==> src/rtl/strobe_latch_bank.sv <==
// Strobe latch bank: a set of WIDTH-bit channels that capture a shared data
// bus under per-channel strobes (level or rising-edge qualified), with a
// freeze control, a snapshot shadow bank, sticky changed flags and a
// registered one-cycle readback port into the shadow bank.
module strobe_latch_bank #(
  parameter int WIDTH    = 8,
  parameter int CHANNELS = 4,
  parameter int SELW     = 2
) (
  input  logic                      CLK,
  input  logic                      RST,
  input  logic [WIDTH-1:0]          D,
  input  logic [CHANNELS-1:0]       ST,
  input  logic                      MODE,
  input  logic                      FREEZE,
  input  logic                      SNAP,
  input  logic                      RD_REQ,
  input  logic [SELW-1:0]           RD_SEL,
  output logic [CHANNELS*WIDTH-1:0] OUT,
  output logic [CHANNELS-1:0]       CHG,
  output logic                      RD_VALID,
  output logic [WIDTH-1:0]          RD_DATA,
  output logic                      RD_ERR
);

  localparam int IDXW = (CHANNELS > 1) ? $clog2(CHANNELS) : 1;

  logic [CHANNELS-1:0][WIDTH-1:0] live;
  logic [CHANNELS-1:0][WIDTH-1:0] shadow;
  logic [CHANNELS-1:0]            prev_st;
  logic [CHANNELS-1:0]            armed;
  logic [CHANNELS-1:0]            edge_seen;
  logic [CHANNELS-1:0]            load;
  logic [CHANNELS-1:0]            chg;
  logic                           sel_in_range;
  logic [IDXW-1:0]                sel_idx;
  logic                           rd_valid;
  logic [WIDTH-1:0]               rd_data;
  logic                           rd_err;

  // armed[k] stays low after reset until the strobe has been seen low, so a
  // strobe held high across reset release never looks like a rising edge.
  assign edge_seen    = ST & ~prev_st & armed;
  assign sel_in_range = 32'(RD_SEL) < 32'(CHANNELS);
  assign sel_idx      = RD_SEL[IDXW-1:0];

  // Decide which channels capture D this cycle; freeze masks every load.
  always_comb begin
    load = '0;
    if (!FREEZE) begin
      load = MODE ? edge_seen : ST;
    end
  end

  // Strobe history runs every cycle, even while frozen, so frozen edges are lost.
  always_ff @(posedge CLK) begin
    if (RST) begin
      prev_st <= '0;
      armed   <= ~ST;
    end else begin
      prev_st <= ST;
      armed   <= armed | ~ST;
    end
  end

  // Live bank: each loaded channel takes the shared bus, others hold.
  always_ff @(posedge CLK) begin
    if (RST) begin
      live <= '0;
    end else begin
      for (int k = 0; k < CHANNELS; k++) begin
        if (load[k]) begin
          live[k] <= D;
        end
      end
    end
  end

  // Shadow bank copies the pre-load live values when a snapshot is taken.
  always_ff @(posedge CLK) begin
    if (RST) begin
      shadow <= '0;
    end else if (SNAP) begin
      shadow <= live;
    end
  end

  // Sticky changed flags: snapshot clears them, a load in the same cycle wins.
  always_ff @(posedge CLK) begin
    if (RST) begin
      chg <= '0;
    end else begin
      chg <= (SNAP ? '0 : chg) | load;
    end
  end

  // Readback answers one cycle after each request from the pre-snapshot shadow.
  always_ff @(posedge CLK) begin
    if (RST) begin
      rd_valid <= 1'b0;
      rd_data  <= '0;
      rd_err   <= 1'b0;
    end else begin
      rd_valid <= RD_REQ;
      rd_err   <= RD_REQ & ~sel_in_range;
      rd_data  <= (RD_REQ && sel_in_range) ? shadow[sel_idx] : '0;
    end
  end

  assign OUT      = live;
  assign CHG      = chg;
  assign RD_VALID = rd_valid;
  assign RD_DATA  = rd_data;
  assign RD_ERR   = rd_err;

endmodule

==> config.mk <==
export PLATFORM = sky130hd
export DESIGN_NAME = strobe_latch_bank
export DESIGN_NICKNAME = d
export VERILOG_FILES = /design/src/rtl/strobe_latch_bank.sv
export SDC_FILE = /design/constraint.sdc
export NUM_CORES = 1
export LEC_CHECK = 0
export ABC_CLOCK_PERIOD_IN_PS = 1300
export CAP_MARGIN = 40
export CORE_ASPECT_RATIO = 0.6
export CORE_MARGIN = 10
export CORE_UTILIZATION = 25
export DETAILED_ROUTE_END_ITERATION = 8
export PLACE_DENSITY = 0.55
export SLEW_MARGIN = 0
export SYNTH_ARGS = -nofsm -noshare
export SYNTH_HDL_FRONTEND = slang
export SYNTH_SLANG_ARGS = --single-unit
==> constraint.sdc <==
create_clock -name CLK -period 1.3 [get_ports CLK]
set_input_delay 0.26 -clock CLK [delete_from_list [all_inputs] [get_ports CLK]]
set_output_delay 0.26 -clock CLK [all_outputs]
set_load 0.01 [all_outputs]
# Yosys cells after proc, flatten, opt, wreduce, memory -nomap -nowiden
# Index checks and enable logic that the tools add are counted.
# word_totals
reg_bits,85
out_inout_bits,46
wordCells,28
# op_classes
n_lt_le_gt_ge,1
n_mux,6
bitwise_logic,7
n_reduce_logical,1
# ops
operator,n
8-bit binary-select mux with 2-bit select,1
4-bit 2-to-1 mux,4
4-bit AND,2
8-bit 2-to-1 mux,1
4-bit NOT,2
4-bit OR,2
2-bit by 3-bit less-than comparator with 1-bit output (second input constant),1
2-bit OR reduction,1
1-bit NOT,1

# Longest topological paths before layout
# depth
ltp_word,6
depth_mapped,4
mapped_depth_nobuf,3

# Worst setup path before layout
# Ideal clock, no wire load.
# synth_timing
kind,input port to flip-flop
start,input RD_SEL[0]
end,register rd_data[7] (netlist: RD_DATA[7])
arrival_time_ns,1.005
required_time_ns,1.176
path_slack_ns,0.170
stages,3
path_buffers,1
path_cell_list,buf_6 -> mux4_2 -> nor2b_4
# synth_between
elab_chain_len,2
# synth_lines
item,line_no,rtl
start: declaration,18,"input logic [SELW-1:0] RD_SEL,"
8-bit binary-select mux with 2-bit select,106,rd_data <= (RD_REQ && sel_in_range) ? shadow[sel_idx] : '0;
8-bit 2-to-1 mux (implied by the code),106,
end signal: assignment,106,
end: declaration,38,logic [WIDTH-1:0] rd_data;
# No other way between the ends. The select of a mux whose other input is x is not followed.
# A chain may end at the register's enable or synchronous reset.

# Final worst setup path
# layout_timing
start,register live (netlist bit OUT[22])
end,output OUT[22]
# layout_lines
item,line_no,rtl
start: declaration,28,logic [CHANNELS-1:0][WIDTH-1:0] live;
start signal: assignment,69,live <= '0;
start signal: indexed assignment,73,live[k] <= D;
end: declaration,19,"output logic [CHANNELS*WIDTH-1:0] OUT,"
# No word-level cell between the ends.

==> flow_metrics.tcl <==
set metrics [dict create \
    status "finished, final reports clean" \
    slowest_delay_ns 0.36 \
    cts_buffer_depth 2 \
    grt-ovfl-total 0 \
    grt-busiest-layer "met2" \
    power.total_uw 5926 \
    grtUsageMet3 0.04167 \
    die_h_um 108.5 \
    numCtsBuffers 9 \
    drive_gt1_frac 0.1528 \
    ys_seq_elements 85 \
    path_class "reg -> out" \
    antenna_left 0 \
    fin_nets 389 \
    cellPowerDensity_mw_per_mm2 1327 \
    globalplace.congestion 0.7172 \
    area_growth_pct 36.85 \
    cts_sinks 85 \
    reg2reg_to "OUT[15]" \
    path_clk_slew_ns 0.06 \
    cts_hold_repair.buffers 0 \
    ys_warn_count 0 \
    dr.pass1.iters 4 \
    synth_edf_count 0 \
    synth_area_mm2 0.003263 \
    worstSetupEndpoint "OUT[22]" \
    antenna_found_initial 0 \
    ys.flop_type "dfxtp_1" \
    cp-start-kind "flop" \
    wl_um 8218 \
    critPathMaxFanout 3 \
    grt_use_total 0.09335 \
    cts_tree "yes" \
    arrival_ns 1.00 \
    ys_seq_area_frac 0.5215 \
    start_util 0.2547 \
    port_buffers 64 \
    core.rowCount 32 \
    final_hold_viol_count 0 \
    ioPinCount 66 \
    grt_start_max_net_pins 53 \
    vias 2221 \
    n_fill_cell 1309 \
    h-tree-depth 3 \
    syn-num-nets 314 \
    critPathSlowestCell "dfxtp_1" \
    critPathCaptureType "output port" \
    grt_pass1_wl_um 13190 \
    drv_slew 0 \
    drtIter0Drc 99 \
    critPathRequiredTime_ns 1.04 \
    path_cells "dlygate4sd2_1" \
    wl_per_cell_um 15.13 \
    die_w_um 167.5 \
    finClkSkew_ns 0.006164 \
    cp_num_buf_inv 1 \
    grt_util_met1 0.1216 \
    fmax_mhz 793.2 \
    grt_use_met2 0.1320 \
    core_mm2 0.01281 \
    synth.most_common_cell "dfxtp_1" \
    rr_worst_depth 3 \
    dp.cells 528 \
    rsz0062_at_grt "false" \
    post_synth_num_cell_types 17 \
    min_path_type "in -> reg" \
    max-vdd-ir-drop_mv 0.6819 \
    die_area_mm2 0.01817 \
    viasPerCell 4.090 \
    clock_latency_ns 0.34 \
    synthArstFlopShare 0 \
    ys_top_cells_by_count "dfxtp_1 (85), mux2i_1 (64), nand2b_1 (45)" \
    final_cells 543 \
    r2r_slack_ns 0.18 \
    timing.rr.start "armed[1]" \
    finalCriticalPeriod_ns 1.261 \
    critPathLaunch "OUT[22]" \
    hold_ws_ns 0.3129 \
    avgSynthCellArea_um2 11.10 \
    yosys-top-cells-area "dfxtp_1 (52%), mux2i_1 (20%), nand2b_1 (8.6%), mux4_2 (5.5%), nor2_1 (3.7%)" \
    power.leakage_uw 0.002020 \
    worst_path_dominant_cell_family "flip-flops" \
    synthCells 294 \
    synth_top_area_frac 0.5215 \
    cp.depth 1 \
    diodes 0 \
    yosysTopAreaCell "dfxtp_1" \
    clk_root_buffer_cell "clkbuf_16" \
    grt_pass1_vias 2359 \
    finalCritPeriodShare 0.9697 \
    dpl.hpwl_um 6006 \
    cap_viol_max_count 0 \
    route.detailed.drc 0 \
    setup_viol 0 \
]
-- power by group --
group | switching, µW | internal (µW)
clock network | 1010 | 1570
registers | 64.3 | 2700
logic | 267 | 308
-- cells in the final DEF, fill, tap and decap left out, types with 4 or more instances in the layout --
cell type,n
nor2_1,32
dfxtp_1,83
nor2b_1,19
mux4_2,8
dlygate4sd2_1,26
inv_1,6
o21ai_0,5
clkbuf_16,9
a21oi_1,4
buf_12,7
buf_4,13
mux2i_1,64
clkdlybuf4s15_1,12
nand2b_1,45
clkbuf_2,8
clkdlybuf4s50_1,16
-- what timing repair did --
action,in CTS,in global routing
endpoints found under the setup margin,53,22
buffers inserted,0,0
gates resized for setup,48,29
-- how the worst min path moves through the flow --
stage	depth (start not counted)	end	slack (ns)	startpoint
2_1_floorplan	1	armed[0]	0.34	ST[0]
3_3_place_gp	2	armed[3]	0.44	armed[3]
3_5_place_dp	2	armed[1]	0.44	armed[1]
4_1_cts	3	OUT[27]	0.31	RST
5_1_grt	3	shadow[13]	0.38	RST
6_report	3	OUT[27]	0.31	RST
-- kinds of logic after synthesis --
| family | synth area share |
|---|---|
| AOI/OAI and AO/OA | 0.02071 |
| buffers and inverters | 0.04141 |
| DFF | 0.5215 |
| muxes | 0.2515 |
| other | 0.001149 |
| and+or+nand+nor | 0.1637 |
-- sequential cells by signal, indices dropped and copies added (netlist names) --
register  count
shadow       32
OUT          32
RD_DATA       8
CHG           4
RD_VALID      1
armed         4
prev_st       4
-- per-stage QoR --
step	area, µm²	util	setup WS (ns)	TNS [ns]
floorplan	3263	-	0.1703	0
global placement	4232	0.3303	-0.3733	-9.285
detailed placement	4232	0.3303	-0.3994	-10.08
CTS	4477	0.3494	0.0008499	0
global route	4466	0.3485	0.001489	0
finish	4466	0.3485	0.03933	0
-- worst reg2reg max path, cell delays in order (launching register included) --
cell	delay [ns]
dfxtp_1	0.30
nor2b_1	0.14
o21ai_0	0.39
mux2i_1	0.23
-- metal layers --
metal	share of wire	up-vias	routed length [µm]
li1	-	1120	-
met1	0.50	1045	4090
met2	0.42	48	3486
met3	0.067	8	549
met4	0.011	0	92
met5	0	-	0
-- final cells by class --
class / instances / area (µm²) / area share
clock inverter: 4 / 47.55 / 0.01065
tap: 170 / 212.7 / 0.04763
inverter: 6 / 22.52 / 0.005043
sequential: 85 / 1704 / 0.3816
multi-input combinational: 183 / 1430 / 0.3203
clock buffer: 11 / 252.7 / 0.05660
timing repair buffer: 84 / 795.8 / 0.1782
Power figures use the tool's default switching activity.
